--- src/rtl/iomem_wb_bridge_if.sv ---
// iomem_wb_bridge_if: PicoRV32 iomem, EFB Wishbone and timeout status signals of the bridge
interface iomem_wb_bridge_if;
  logic        iomem_valid;
  logic [3:0]  iomem_wstrb;
  logic [31:0] iomem_addr;
  logic [31:0] iomem_wdata;
  logic        iomem_ready;
  logic [31:0] iomem_rdata;
  logic        wb_cyc_o;
  logic        wb_stb_o;
  logic        wb_we_o;
  logic [7:0]  wb_adr_o;
  logic [7:0]  wb_dat_o;
  logic [7:0]  wb_dat_i;
  logic        wb_ack_i;
  logic        to_err;
  logic [7:0]  to_count;
  modport slave (
    input  iomem_valid, iomem_wstrb, iomem_addr, iomem_wdata, wb_dat_i, wb_ack_i,
    output iomem_ready, iomem_rdata, wb_cyc_o, wb_stb_o, wb_we_o, wb_adr_o, wb_dat_o, to_err, to_count
  );
  modport master (
    output iomem_valid, iomem_wstrb, iomem_addr, iomem_wdata, wb_dat_i, wb_ack_i,
    input  iomem_ready, iomem_rdata, wb_cyc_o, wb_stb_o, wb_we_o, wb_adr_o, wb_dat_o, to_err, to_count
  );
endinterface

--- src/rtl/iomem_wb_bridge.sv ---
// iomem_wb_bridge: PicoRV32 iomem window to single 8-bit Wishbone classic cycles with bus timeout
module iomem_wb_bridge #(
  parameter logic [7:0]  BASE_HI  = 8'h04,
  parameter logic [15:0] TIMEOUT  = 16'd255,
  parameter logic [31:0] ERR_DATA = 32'h00BADADD
) (
  input logic clk,
  input logic resetn,
  iomem_wb_bridge_if.slave bus
);
  localparam logic [1:0] IDLE = 2'd0, REQ = 2'd1, RESP = 2'd2;
  logic [1:0]  r_state;
  logic [15:0] r_timer;
  logic        r_stb, r_we, r_cool, r_to_err;
  logic [7:0]  r_adr, r_dat, r_to_count;
  logic [31:0] r_rdata;
  logic        w_match, w_skip, w_expire, w_ready, w_unused;
  assign w_match  = bus.iomem_valid && bus.iomem_addr[31:24] == BASE_HI;
  assign w_skip   = |bus.iomem_wstrb && !bus.iomem_wstrb[0];
  assign w_expire = r_timer == TIMEOUT - 16'd1;
  assign w_ready  = r_state == RESP;
  assign w_unused = &{1'b0, bus.iomem_addr[23:10], bus.iomem_addr[1:0], bus.iomem_wdata[31:8]};
  always_ff @(posedge clk or negedge resetn)
    if (!resetn) begin
      r_state    <= IDLE;
      r_timer    <= '0;
      r_stb      <= 1'b0;
      r_we       <= 1'b0;
      r_cool     <= 1'b0;
      r_to_err   <= 1'b0;
      r_adr      <= '0;
      r_dat      <= '0;
      r_to_count <= '0;
      r_rdata    <= '0;
    end else begin
      r_to_err <= 1'b0;
      r_cool   <= 1'b0;
      case (r_state)
        IDLE:
          // r_cool blocks the CPU's still-held request right after its own RESP
          if (w_match && !r_cool) begin
            if (w_skip) begin
              r_rdata <= '0;
              r_state <= RESP;
            end else begin
              r_adr   <= bus.iomem_addr[9:2];
              r_dat   <= bus.iomem_wdata[7:0];
              r_we    <= |bus.iomem_wstrb;
              r_stb   <= 1'b1;
              r_timer <= '0;
              r_state <= REQ;
            end
          end
        REQ:
          if (!bus.iomem_valid) begin
            r_stb   <= 1'b0;
            r_state <= IDLE;
          end else if (bus.wb_ack_i) begin
            r_stb   <= 1'b0;
            r_we    <= 1'b0;
            r_rdata <= r_we ? 32'h0 : {24'h0, bus.wb_dat_i};
            r_state <= RESP;
          end else if (w_expire) begin
            r_stb      <= 1'b0;
            r_rdata    <= r_we ? 32'h0 : ERR_DATA;
            r_to_err   <= 1'b1;
            r_to_count <= r_to_count + 8'(r_to_count != 8'hFF);
            r_state    <= RESP;
          end else
            r_timer <= r_timer + 16'd1;
        default: begin
          r_cool  <= 1'b1;
          r_state <= IDLE;
        end
      endcase
    end
  assign bus.iomem_ready = w_ready;
  assign bus.iomem_rdata = w_ready ? r_rdata : 32'h0;
  assign bus.wb_cyc_o    = r_stb;
  assign bus.wb_stb_o    = r_stb;
  assign bus.wb_we_o     = r_we;
  assign bus.wb_adr_o    = r_adr;
  assign bus.wb_dat_o    = r_dat;
  assign bus.to_err      = r_to_err;
  assign bus.to_count    = r_to_count;
endmodule

--- src/flat_wrapper.sv ---
// flat-port wrapper written by rule: the top's interface ports become plain ports
module iomem_wb_bridge_flat 
#(
  parameter logic [7:0]  BASE_HI  = 8'h04,
  parameter logic [15:0] TIMEOUT  = 16'd255,
  parameter logic [31:0] ERR_DATA = 32'h00BADADD
)
  (clk, resetn, bus_iomem_valid, bus_iomem_wstrb, bus_iomem_addr, bus_iomem_wdata, bus_wb_dat_i, bus_wb_ack_i, bus_iomem_ready, bus_iomem_rdata, bus_wb_cyc_o, bus_wb_stb_o, bus_wb_we_o, bus_wb_adr_o, bus_wb_dat_o, bus_to_err, bus_to_count);
  iomem_wb_bridge_if bus_i ();
  input logic clk;
  input logic resetn;
  input wire logic [$bits(bus_i.iomem_valid)-1:0] bus_iomem_valid;
  input wire logic [$bits(bus_i.iomem_wstrb)-1:0] bus_iomem_wstrb;
  input wire logic [$bits(bus_i.iomem_addr)-1:0] bus_iomem_addr;
  input wire logic [$bits(bus_i.iomem_wdata)-1:0] bus_iomem_wdata;
  input wire logic [$bits(bus_i.wb_dat_i)-1:0] bus_wb_dat_i;
  input wire logic [$bits(bus_i.wb_ack_i)-1:0] bus_wb_ack_i;
  output wire logic [$bits(bus_i.iomem_ready)-1:0] bus_iomem_ready;
  output wire logic [$bits(bus_i.iomem_rdata)-1:0] bus_iomem_rdata;
  output wire logic [$bits(bus_i.wb_cyc_o)-1:0] bus_wb_cyc_o;
  output wire logic [$bits(bus_i.wb_stb_o)-1:0] bus_wb_stb_o;
  output wire logic [$bits(bus_i.wb_we_o)-1:0] bus_wb_we_o;
  output wire logic [$bits(bus_i.wb_adr_o)-1:0] bus_wb_adr_o;
  output wire logic [$bits(bus_i.wb_dat_o)-1:0] bus_wb_dat_o;
  output wire logic [$bits(bus_i.to_err)-1:0] bus_to_err;
  output wire logic [$bits(bus_i.to_count)-1:0] bus_to_count;
  assign bus_i.iomem_valid = bus_iomem_valid;
  assign bus_i.iomem_wstrb = bus_iomem_wstrb;
  assign bus_i.iomem_addr = bus_iomem_addr;
  assign bus_i.iomem_wdata = bus_iomem_wdata;
  assign bus_i.wb_dat_i = bus_wb_dat_i;
  assign bus_i.wb_ack_i = bus_wb_ack_i;
  assign bus_iomem_ready = bus_i.iomem_ready;
  assign bus_iomem_rdata = bus_i.iomem_rdata;
  assign bus_wb_cyc_o = bus_i.wb_cyc_o;
  assign bus_wb_stb_o = bus_i.wb_stb_o;
  assign bus_wb_we_o = bus_i.wb_we_o;
  assign bus_wb_adr_o = bus_i.wb_adr_o;
  assign bus_wb_dat_o = bus_i.wb_dat_o;
  assign bus_to_err = bus_i.to_err;
  assign bus_to_count = bus_i.to_count;
  iomem_wb_bridge #(.BASE_HI(BASE_HI), .TIMEOUT(TIMEOUT), .ERR_DATA(ERR_DATA)) u_core (.clk(clk), .resetn(resetn), .bus(bus_i));
endmodule
--- config.mk ---
export PLATFORM = sky130hd
export DESIGN_NAME = iomem_wb_bridge_flat
export DESIGN_NICKNAME = d
export VERILOG_FILES = /design/src/rtl/iomem_wb_bridge_if.sv /design/src/rtl/iomem_wb_bridge.sv /design/src/flat_wrapper.sv
export SDC_FILE = /design/constraint.sdc
export NUM_CORES = 1
export LEC_CHECK = 0
export ABC_AREA = 1
export BUFFER_PORTS_ARGS = -buffer_cell sky130_fd_sc_hd__buf_2
export CORE_MARGIN = 4
export CORE_UTILIZATION = 25
export CTS_CLUSTER_DIAMETER = 120
export DETAILED_ROUTE_END_ITERATION = 6
export GPL_TIMING_DRIVEN = 1
export PLACE_DENSITY = 0.51
export SYNTH_ARGS = -nofsm -noshare
export SYNTH_HDL_FRONTEND = slang
export SYNTH_SLANG_ARGS = --single-unit
export TNS_END_PERCENT = 5
--- constraint.sdc ---
create_clock -name clk -period 2.2 [get_ports clk]
set_input_delay 0.22 -clock clk [delete_from_list [all_inputs] [get_ports clk]]
set_output_delay 0.22 -clock clk [all_outputs]
set_load 0.01 [all_outputs]
; ---- Word-level counts from Yosys, hierarchy flattened
; Index checks and enable logic that the tools add are counted.
[word_totals]
elab_cells = 81
out_inout_bits = 61
input_bits = 80
ff_bits = 78
[classes]
bitwise_logic = 2
mux = 37
n_reduce_logical = 16
n_eq_ne = 14
n_addsub = 2
[ops]
columns = operator, n
row1 = $mux W32, 6
row2 = $mux W16, 5
row3 = $pmux W32 S2, 1
row4 = $pmux W16 S2, 1
row5 = $mux W24, 1
row6 = $add A16 B1 Y16 const B, 1
row7 = $eq A16 B8 Y1 const B, 1
row8 = $mux W1, 14
row9 = $mux W2, 5
row10 = $ne A2 B2 Y1 const B, 5
row11 = $reduce_and A5 Y1, 2
row12 = $add A8 B1 Y8, 1
row13 = $eq A8 B3 Y1 const B, 1
row14 = $mux W8, 1
row15 = $ne A8 B8 Y1 const B, 1
row16 = $reduce_and A4 Y1, 2
row17 = $reduce_and A6 Y1, 1
row18 = $ne A2 B1 Y1 const B, 2
row19 = $ne A4 B3 Y1 const B, 1
row20 = $pmux W1 S2, 2
row21 = $pmux W2 S2, 1
row22 = $reduce_or A4 Y1, 1
row23 = $logic_and A1 B1 Y1, 3
row24 = $ne A3 B2 Y1 const B, 1
row25 = 9 further kinds, 11

; ---- Depth between registers and ports, before layout
[depth]
word_depth = 5
ltp_mapped = 11
ltp_nobuf = 11

; ---- Worst setup path after synthesis
; Ideal clock, no wire load.
[synth_path]
path_kind = register -> output
from = register u_core.r_state[1]
to = output bus_iomem_rdata[11]
setup_slack_ps = 313
required_ps = 1980
arrival_time_ps = 1667
path_stages_with_launch = 6
path_cell_list = dfrtp_1 > inv_1 > nor2_1 > clkinv_1 > nor2_1 > buf_4
[synth_between]
elab_chain_cells = 2
[synth_rtl]
columns = item, line_no
row1 = start: declaration, iomem_wb_bridge.sv:12  ; logic [1:0] r_state;
row2 = start signal: assignment, iomem_wb_bridge.sv:25  ; r_state <= IDLE;
row3 = start signal: assignment, iomem_wb_bridge.sv:44  ; r_state <= RESP;
row4 = start signal: assignment, iomem_wb_bridge.sv:51  ; r_state <= REQ;
row5 = $eq A2 B2 Y1, iomem_wb_bridge.sv:21  ; assign w_ready = r_state == RESP;
row6 = via bus_iomem_ready, flat_wrapper.sv:18  ; output wire logic [$bits(bus_i.iomem_ready)-1:0] bus_iomem_ready;
row7 = $mux W32, iomem_wb_bridge.sv:78  ; assign bus.iomem_rdata = w_ready ? r_rdata : 32'h0;
row8 = end: declaration, flat_wrapper.sv:19  ; output wire logic [$bits(bus_i.iomem_rdata)-1:0] bus_iomem_rdata;
; The timed path passes the listed nets, and every way through them passes these cells.

; ---- Worst setup path in the final report
[layout_path]
from = register u_core.r_to_count[2], in the netlist u_core.bus.to_count[2]
to = register u_core.r_to_count[4], in the netlist u_core.bus.to_count[4]
[layout_between]
elab_chain_cells = 2
[layout_rtl]
columns = item, line_no
row1 = start: declaration, iomem_wb_bridge.sv:15  ; logic [7:0] r_adr, r_dat, r_to_count;
row2 = start signal: assignment, iomem_wb_bridge.sv:67  ; r_to_count <= r_to_count + 8'(r_to_count != 8'hFF);
row3 = $ne A8 B8 Y1, iomem_wb_bridge.sv:67
row4 = $add A8 B1 Y8 *, iomem_wb_bridge.sv:67
; Mark *: on every way between the ends. The rest lies on a longest branch, timed or not.
; A chain may end at the register's enable or synchronous reset.

==> results.txt <==
The flow ran to the end, and the final reports show no timing, DRC or antenna violations. The via count of the first global-routing pass is 2738. The power density over the cells came out at 523 mW/mm^2.

The launch point of the worst reg-to-reg path is u_core.bus.to_count[2]. The detail route stage leaves a number of antenna-violating nets equal to 0. The post-detailed-route via-to-cell ratio came out at 4.20. The area of the placeable core is 0.0128 sq mm.

The synthesized design contains 55 register bits. Measured against the total synthesized area, the mux share comes to 0%. The most common cell after layout, fill and taps aside is nand2_1. Dividing the detail-routed wire length by the instance count gives 11.5 um. The adder-cell area share of the yosys netlist is 1.52%. The layout cell share with drive strength beyond 1 came out at 25.5%.

The number of distinct standard cells referenced by the synthesized netlist came out at 31. STA classifies the critical path startpoint as a flop. The row count is 41.

The half-perimeter wire length after detailed placement is 6.22 mm. The internal power of the cells is 1.54 mW. The starting DRC count in detailed routing is 190. The arrival time at the worst endpoint came out at 2.14 ns.

The Yosys warning count is 0. Along the worst hold path, the cell count comes to 3. The overall overflow remaining after global route is 0.

The largest net degree at the start of global routing came out at 32. Clock tree synthesis inserted a total of 5 buffers. The die area came out at 0.0151 sq mm. The post-synthesis instance area came out at ~0.0033 sq mm.

Setup repair after global routing left no endpoint under its margin. The die span in y came out at 123 um. The total routing resource utilization after global routing is 10.7%.

The antenna diode count came out at 0. After Yosys synthesis, XOR and XNOR cells account for under 10% of the synthesized area. The switching power is 532 uW. The horizontal die dimension is roughly 120 um. The largest voltage drop on the vdd net is 0.315 mV. The switching part of the total power is 25.7%.

The initial antenna violation count came to 0. The number of detailed-routing iterations run before antenna repair is 4. No sink is reached through more buffers than the 2 on the longest clock path. The root buffer cell is clkbuf_16. Clock skew on the completed layout was measured at 0.0104 ns. The number of instances in the synthesized netlist is 441.

The post-synthesis simple-gate area fraction came out at 35.2%. Headroom to the max-slew limit came out at 58.7%. The sequential cell fraction of total power came out at between 50 and 60%. The global placement routability congestion came out at slightly above 0.8. The startpoint identified for the worst hold timing path is bus_iomem_wdata[6]. Subtracting the final worst setup slack from the clock period gives around 1.9 ns. In the final design database the tool counted 604 nets. The leakage power of the design is ~2.1 nW. The max-capacitance violation count is 0. The combinational family with the most area after synthesis is simple AND/OR/NAND/NOR gates.

The wire length of the first global-routing pass is 13.3 mm. After detailed routing, the total wire length is 7.98 mm. At the later pin of the worst-skew pair, clock insertion delay measures 0.29 ns. TritonCTS built the clock tree.

The worst hold path belongs to the class input pin to flop. Sequential elements use between 40% and 50% of the synthesized area. The type of element capturing the critical path is a flop.

The top cell types in the final layout, fill and taps aside, are nand2_1, buf_2, dfrtp_1, nor2_1, inv_1. For the pin with the worst max-slew slack, the measured transition is 0.620 ns. The number of setup buffers added after CTS came out at 0.

The worst path meets setup with 0.287 ns of slack. The final period utilization is just under 90%. The post-placement worst setup slack came out at 0.221 ns. The required time of the critical path came out at 2.43 ns. The most used flip-flop cell after synthesis is dfrtp_1. The maximum operating frequency came out at 0.523 GHz. The post-synthesis average cell area is roughly 7.5 sq um. For this run, asynchronously set or reset flops after synthesis account for 100%. The number of flops mapped to enable cells by yosys is 0.

The number of slew-limit violations in the final report came out at 0. After clock tree synthesis, the clock-pin slew on the worst setup and hold paths is roughly 0.07 ns. In this run the worst setup path begins at u_core.bus.to_count[2]. The number of standard cells in the final layout excluding fillers is 693. The worst setup path is of the flop to flop kind.

Port buffering added between 80 and 90 buffers. The H-tree depth is 2. The area growth from synthesis to layout is 20.2%. For this configuration, the core starts out at a cell density of 25.8%. The number of placed cells counting well taps came out at 684. The number of cells on the worst reg-to-reg path is 10. The clock network burns 39.0% of the power. Setup violations remaining at the end of the flow were counted as 0. Summing the areas of all compound-gate instances in the mapped netlist gives 5.68% of the synthesized area. The clock sink count is 55. The number of hold violations in the final report was 0. around 140 I/O pins were placed. After detailed routing, the number of remaining DRC violations is 0.

The routed layout has 2912 vias. The maximum net fanout on the critical path came out at 5. The post-route setup TNS came out at 0 ns. The combinational power share came out at a little under a tenth.
stage by stage:
stage          utilization, %  power [mW]  instance area (sq um)  hold slack [ns]
3_3_place_gp             29.8        1.29                   3800            0.283
4_1_cts                  31.0        2.12                   3960            0.156
5_1_grt                  31.1        2.18                   3970            0.168
6_report                 31.1        2.07                   3970            0.161
2_1_floorplan               -        1.20                   3350          -0.0756
3_5_place_dp             29.8        1.29                   3800            0.285
worst max-delay path, cell delays in order (launching register included):
cell and delay, ns:
dfrtp_1 0.41, inv_1 0.09, nor3_2 0.25, nand3_1 0.10, nand3b_1 0.17, ha_1 0.21
ha_1 0.23, nand3_1 0.10, xnor2_1 0.12, nand3_1 0.09, nand2_1 0.08
flip-flops by register name, indices dropped and copies added (netlist names):
name,cells
u_core.r_cool,1
u_core.bus.wb_adr_o,8
u_core.bus.to_err,1
u_core.bus.to_count,8
u_core.r_timer,16
u_core.r_state,2
u_core.r_rdata,9
u_core.bus.wb_dat_o,8
u_core.bus.wb_we_o,1
u_core.bus.wb_cyc_o,1
synthesized netlist by cell type, drive strengths merged, types with 4 or more instances:
| cell type | number | area [sq um] |
|---|---|---|
| buf | 29 | 224 |
| dfrtp | 55 | 1380 |
| ha | 4 | 50.1 |
| inv | 50 | 188 |
| nand2 | 141 | 567 |
| nand3 | 42 | 223 |
| nand4 | 8 | 50.1 |
| nor2 | 57 | 254 |
| nor3 | 4 | 20.0 |
| o21ai | 25 | 159 |
| xnor2 | 4 | 35.0 |
| xor2 | 7 | 61.3 |
per-layer routing:
metal / track usage [%] / vias up / share of wire (%)
met3: 1.51 / 4 / 5.5
met1: 14.4 / 1341 / 46
met2: 18.1 / 70 / 47
met4: 3.08 / 0 / 1.3
met5: 0 / - / 0
li1: - / 1497 / -
power by group through the flow:
stage	sequential [mW]	combinational, mW	clock, mW
floorplan	1.09	0.115	0
global placement	1.09	0.200	0
detailed placement	1.09	0.202	0
CTS	1.07	0.204	0.848
global route	1.07	0.232	0.882
finish	1.07	0.200	0.808
final timing paths:
kind | endpoint | slack [ns]
setup / recovery | u_core.bus.to_count[4] | 0.29
hold / removal | u_core.bus.wb_dat_o[6] | 0.16
setup reg to reg | u_core.bus.to_count[4] | 0.29
hold reg to reg | u_core.bus.wb_dat_o[7] | 0.47
max in group asynchronous | u_core.r_timer[1] | 1.14
min in group asynchronous | u_core.r_timer[4] | 0.47
what timing repair did:
item	in CTS	in global routing
setup endpoints to repair	0	11
endpoints found under the hold margin	24	0
gates resized for setup	0	2
hold buffers	1	0
kinds of logic (layout without fill, tap and decap cells):
family / Yosys count / after routing
simple gates: 257 / 257
flops: 55 / 55
other cells: 1 / 14
fa+ha+maj: 4 / 4
compound gates: 30 / 30
buf+inv: 83 / 150
xor+xnor: 11 / 11
final cells by class:
class	instances	area (sq um)
Timing Repair Buffer	91	483
Fill cell	1365	8800
Clock buffer	5	125
Sequential cell	55	1380
Multi-Input combinational cell	316	1560
Clock inverter	3	23.8
Tap cell	172	215
Inverter	51	191
Power figures use the tool's default switching activity.
